### config.mk
export PLATFORM = sky130hd
export DESIGN_NAME = rv_deserializer
export DESIGN_NICKNAME = d
export VERILOG_FILES = /design/src/rtl/rv_deserializer.sv
export SDC_FILE = /design/constraint.sdc
export NUM_CORES = 1
export LEC_CHECK = 0
export CORE_ASPECT_RATIO = 1.25
export CORE_UTILIZATION = 55
export DETAILED_ROUTE_END_ITERATION = 10
export DONT_BUFFER_PORTS = 1
export PLACE_DENSITY = 0.75
export SETUP_SLACK_MARGIN = 0.15
export SKIP_CTS_REPAIR_TIMING = 1
export SYNTH_ARGS = -nofsm -noshare
export SYNTH_HDL_FRONTEND = slang
export SYNTH_SLANG_ARGS = --single-unit
### constraint.sdc
create_clock -name clk -period 1.3 [get_ports clk]
set_input_delay 0.13 -clock clk [delete_from_list [all_inputs] [get_ports clk]]
set_output_delay 0.13 -clock clk [all_outputs]
set_load 0.05 [all_outputs]
### src/rtl/rv_deserializer.sv
// Serial-to-parallel converter: MSB-first bits assembled into WIDTH-bit words,
// delivered through a ready/valid output slot with one word of internal holding.
module rv_deserializer #(
  parameter int WIDTH = 8
) (
  input  logic                       clk,
  input  logic                       rst,
  input  logic                       clear,
  input  logic                       shift_enable,
  input  logic                       shift_in,
  input  logic                       frame_start,
  output logic                       out_valid,
  input  logic                       out_ready,
  output logic [WIDTH-1:0]           out_data,
  output logic [$clog2(WIDTH)-1:0]   bit_count,
  output logic                       overflow
);

  localparam int CW = $clog2(WIDTH);
  localparam logic [CW-1:0] LAST_BIT = CW'(WIDTH - 1);

  logic [WIDTH-1:0] r_shreg;
  logic [WIDTH-1:0] r_out_data;
  logic             r_out_valid;
  logic [CW-1:0]    r_bit_count;
  logic             r_pending;
  logic             r_overflow;

  logic [WIDTH-1:0] w_shreg_nxt;
  logic [WIDTH-1:0] w_data_nxt;
  logic             w_valid_nxt;
  logic [CW-1:0]    w_count_nxt;
  logic             w_pending_nxt;
  logic             w_ovf_nxt;
  logic             w_slot_free;
  logic [WIDTH-1:0] w_word;

  // Next-state: clear wins, then a held word blocks the serial path, then framing, then shifting.
  always_comb begin
    w_slot_free   = !r_out_valid || out_ready;
    w_word        = {r_shreg[WIDTH-2:0], shift_in};
    w_shreg_nxt   = r_shreg;
    w_data_nxt    = r_out_data;
    w_valid_nxt   = r_out_valid && !out_ready;
    w_count_nxt   = r_bit_count;
    w_pending_nxt = r_pending;
    w_ovf_nxt     = r_overflow;
    if (clear) begin
      w_shreg_nxt   = {WIDTH{1'b0}};
      w_data_nxt    = {WIDTH{1'b0}};
      w_valid_nxt   = 1'b0;
      w_count_nxt   = {CW{1'b0}};
      w_pending_nxt = 1'b0;
      w_ovf_nxt     = 1'b0;
    end else if (r_pending) begin
      if (shift_enable) begin
        w_ovf_nxt = 1'b1;
      end else begin
        w_ovf_nxt = r_overflow;
      end
      if (frame_start) begin
        w_count_nxt = {CW{1'b0}};
      end else begin
        w_count_nxt = r_bit_count;
      end
      // The completed word waits in shreg until the output slot opens.
      if (w_slot_free) begin
        w_data_nxt    = r_shreg;
        w_valid_nxt   = 1'b1;
        w_pending_nxt = 1'b0;
      end else begin
        w_valid_nxt   = r_out_valid;
      end
    end else if (frame_start) begin
      if (shift_enable) begin
        w_shreg_nxt = {{(WIDTH-1){1'b0}}, shift_in};
        w_count_nxt = CW'(1);
      end else begin
        w_count_nxt = {CW{1'b0}};
      end
    end else if (shift_enable) begin
      if (r_bit_count == LAST_BIT) begin
        w_count_nxt = {CW{1'b0}};
        if (w_slot_free) begin
          w_data_nxt  = w_word;
          w_valid_nxt = 1'b1;
        end else begin
          w_shreg_nxt   = w_word;
          w_pending_nxt = 1'b1;
        end
      end else begin
        w_shreg_nxt = w_word;
        w_count_nxt = r_bit_count + CW'(1);
      end
    end else begin
      w_shreg_nxt = r_shreg;
    end
  end

  // State registers with asynchronous active-low reset.
  always_ff @(posedge clk or negedge rst) begin
    if (!rst) begin
      r_shreg     <= {WIDTH{1'b0}};
      r_out_data  <= {WIDTH{1'b0}};
      r_out_valid <= 1'b0;
      r_bit_count <= {CW{1'b0}};
      r_pending   <= 1'b0;
      r_overflow  <= 1'b0;
    end else begin
      r_shreg     <= w_shreg_nxt;
      r_out_data  <= w_data_nxt;
      r_out_valid <= w_valid_nxt;
      r_bit_count <= w_count_nxt;
      r_pending   <= w_pending_nxt;
      r_overflow  <= w_ovf_nxt;
    end
  end

  assign out_valid = r_out_valid;
  assign out_data  = r_out_data;
  assign bit_count = r_bit_count;
  assign overflow  = r_overflow;

endmodule

# After elaboration in Yosys (flattened, before gate mapping)
# Cells that the tools add are included.
[totals]
ff_bits = 22
elab_cells = 64
out_inout_bits = 13
inputBits = 7
[classes]
n_reduce_logical = 14
n_mux = 37
addsub = 1
eq_ne = 6
[op_table]
columns = ["op", "n"]
rows = [
  ["8-bit 2-to-1 mux", 14],
  ["3-bit 2-to-1 mux", 6],
  ["1-bit 2-to-1 mux", 17],
  ["3-bit nonzero test", 3],
  ["3-bit by 2-bit != test with 1-bit output, second input constant", 2],
  ["2-bit nonzero test", 3],
  ["4-bit != test, second input constant", 1],
  ["2-bit AND reduction", 2],
  ["4-bit AND reduction", 1],
  ["3-bit by 1-bit adder with 3-bit output, second input constant", 1],
  ["3-bit == test, second input constant", 1],
  ["3-bit != test, second input constant", 1],
  ["3-bit AND reduction", 1],
  ["1-bit zero test", 2],
  ["2-bit != test, second input constant", 1],
  ["1-bit logical AND", 1],
  ["1-bit logical OR", 1],
]

# Logic depth before layout (Yosys ltp)
[depth]
ltp_word = 8
ltp_mapped = 5
ltp_nobuf = 5

# Worst setup path after synthesis
# OpenSTA, ideal clock, no wires.
[synth_path]
path_kind = "reg-to-reg"
from = "register r_bit_count[0], in the netlist bit_count[0]"
to = "register r_out_data[0], in the netlist out_data[0]"
setup_time_ps = 94
required_ps = 1206
n_path_buf = 0
synth_period_minus_slack_ps = 1775
stages_incl_launch_ff = 6
path_slack_ps = -475
arrival_time_ps = 1681
path_cell_list = "dfrtp_1 ha_1 ha_1 nand3b_4 a21o_1 a211oi_1"
[synth_via]
elab_chain_cells = 3
[synth_rtl]
columns = ["item", "line_no", "source"]
rows = [
  ["from (decl)", "25", "logic [CW-1:0] r_bit_count;"],
  ["from (signal assigned)", "106", "r_bit_count <= {CW{1'b0}};"],
  ["from (signal assigned)", "113", "r_bit_count <= w_count_nxt;"],
  ["3-bit == test", "82", "if (r_bit_count == LAST_BIT) begin"],
  ["3-bit nonzero test (no line)", "-", ""],
  ["4-bit AND reduction (no line)", "-", ""],
  ["to (signal assigned)", "104", "r_out_data <= {WIDTH{1'b0}};"],
  ["to (signal assigned)", "111", "r_out_data <= w_data_nxt;"],
  ["to (decl)", "23", "logic [WIDTH-1:0] r_out_data;"],
]
# No other way between the ends.
# A chain may end at the register's enable or synchronous reset.

# Worst setup path after layout
[layout_path]
from = "register r_bit_count[1], in the netlist bit_count[1]"
to = "register r_out_data[7], in the netlist out_data[7]"
# Same word-level chain as after synthesis.

==> results.cfg <==
[die]
fp.dieH_um = 53.7
start_util = 0.587
die_w_um = 43.4
die-area_um2 = 2330
coreArea_um2 = 2000
placementRows = 18
pin_count = 20

[clocking]
htreeDepth = 1
cts_tree = done
cts_buffer_depth = 2
cts_buffers = 3
clock_latency_ns = 0.30
cts_sinks = 22
ctsRootBufferMaster = clkbuf_4
clk_pin_slew_ns = 0.12

[place]
globalplace.congestion = 0.774
numPortBuffers = 0
placed_area_um2 = 1390
dp_hpwl_um = 1830

[timing]
setup_slack_ns = -0.152
hold_violations = 19
slew_headroom = 0.349
drv_slew = 0
max_freq_ghz = 0.689
min_period_ns = 1.45
setup_viol = 18
timing.final.crit_share = 1.12
worstMarginPinSlew_ns = 0.974
skew_ns = 0.00646
finalSetupTns_ns = -1.67
whs_ns = -0.136
rsz0062_at_grt = yes

[critical_path]
crit_chain = ha_4 -> ha_4 -> nand3b_4 -> a211oi_1 -> a211oi_2
worstPathMaxFanout = 5
worstPathRequired_ns = 1.49
crit_family = compound AO/OA/AOI/OAI gates
crit_buf_inv = 0
slowest_delay_ns = 0.41
r2r_slack_ns = -0.15
worstSetupPathType = reg2reg
startpoint_type = flip-flop
cpMaxStageDelayCell = dfrtp_2
cp.arrival_ns = 1.64
cp-end-kind = flip-flop
crit_top_cell = ha_4

[detailed_routing]
wl_um = 2820
via_count = 923
vias_per_cell = 6.11
drt_iter0_drc = 13
dr.pass1.iters = 7
ant_nets = 0
drc = 2
wire_per_inst_um = 18.7

[min_path]
hold_path.class = in2reg

[final_layout]
final-seq-area_um2 = 557
fillers = 106
num_antenna_cells = 0
layout_common_cells = 17 x dfrtp_1, 15 x a211oi_2, 15 x buf_4, 10 x nand2b_1, 9 x inv_1
multiInputGateArea_um2 = 722
drive_gt1_frac = 0.496
nets = 142
design_area_um2 = 1610
final_common_cell = dfrtp_1
area_delta_synth_final_pct = 37.1

[synthesis]
ys.flop_type = dfrtp_1
synth_edf_count = 0
ys_warn_count = 0
syn_area_per_cell_um2 = 10.9
synth_cell_types = 22
ys_seq_elements = 22
synthCells = 108
synth_area_um2 = 1180
synthArstFlopShare = 1.00
synth-seq-area-share = 0.468
syn_nets = 118

[power_and_ir_drop]
p_switching_mw = 0.267
p_int_mw = 1.05
seqPwrFrac = 0.529
p_leak_nw = 0.700
switching_share = 0.203
p_clk_frac = 0.392
ir_drop_v = 0.000678
comb_power_share = 0.080
p_per_area_nw_per_um2 = 816

[grt]
overflow = 0
grt_pass1_wl_um = 3910
grt_usage = 0.227
antenna_found_initial = 0
grt_pass1_vias = 854
grt_max_degree = 25

[status]
violations = DRC, hold timing, setup timing
status = finished, violations left

[job]
drv_cap = 0
[metal layers]
metal	up-vias	wire [um]	global-route usage
met5	-	0	0
li1	430	-	-
met1	472	1210	0.285
met3	2	83	0.0369
met4	0	14	0.0625
met2	19	1510	0.404
[logic make-up (layout without fill, tap and decap cells)]
logic type / count (synthesis) / after routing / share of synthesized area
AND/OR/NAND/NOR: 27 / 28 / 0.129
adder cells (fa/ha/maj): 3 / 3 / 0.0319
multiplexers: 18 / 18 / 0.162
flip-flops: 22 / 22 / 0.468
AO/OA/AOI/OAI: 23 / 23 / 0.155
buffers and inverters: 15 / 37 / 0.0552
[path summary, 6_finish.rpt]
check	start	to	depth (start not counted)
max	bit_count[1]	out_data[7]	5
min	clear	out_data[2]	1
max reg2reg	bit_count[1]	out_data[7]	5
min reg2reg	overflow	overflow	2
max in group asynchronous	rst	bit_count[2]	1
min in group asynchronous	rst	r_shreg[4]	1
[stage by stage]
stage | std cells | hold WS, ns | worst slack [ns] | total power, mW | util
after CTS | 147 | -0.505 | -0.235 | 1.29 | 0.718
final | 151 | -0.136 | -0.152 | 1.32 | 0.805
after floorplan | 108 | -0.166 | -0.199 | 0.771 | -
after global placement | 143 | -0.165 | -0.0658 | 0.779 | 0.692
after detailed placement | 143 | -0.165 | -0.212 | 0.782 | 0.692
after global routing | 151 | -0.164 | -0.186 | 1.36 | 0.805
[worst register-to-register path: stages (launching register included)]
cell and delay [ns]:
dfrtp_2 0.41, ha_4 0.17, ha_4 0.15, nand3b_4 0.12
a211oi_1 0.39, a211oi_2 0.10
[sequential cells by signal, summed over array words and instances, names as in the netlist]
| signal | count |
|---|---|
| r_shreg | 8 |
| bit_count | 3 |
| overflow | 1 |
| out_valid | 1 |
| r_pending | 1 |
| out_data | 8 |
[power groups by stage]
| stage | Clock, mW | Combinational [mW] | Sequential (mW) |
|---|---|---|---|
| global placement | 0 | 0.0701 | 0.709 |
| CTS | 0.525 | 0.0729 | 0.696 |
| detailed placement | 0 | 0.0727 | 0.710 |
| global route | 0.551 | 0.112 | 0.698 |
| finish | 0.516 | 0.105 | 0.696 |
| floorplan | 0 | 0.0515 | 0.719 |
[cells in the mapped netlist, drive strengths merged, types with 2 or more instances]
cell    number  share of area
dfrtp       22           0.47
a211oi      17           0.11
nand2b      11          0.058
mux2i       10          0.085
inv          9          0.029
mux2         8          0.077
nand2        7          0.022
nor2         4          0.013
clkbuf       3         0.0096
ha           3          0.032
a21oi        2         0.0085
buf          2          0.014
nor3         2         0.0085
[cell type report]
class                           count  share of cell area
Inverter                           10              0.0233
Sequential cell                    22               0.345
Multi-Input combinational cell     72               0.447
Tap cell                           20              0.0155
Clock buffer                        3              0.0140
Clock inverter                      1              0.0186
Timing Repair Buffer               23               0.136
Note: power is estimated with default switching activity, not from simulation.
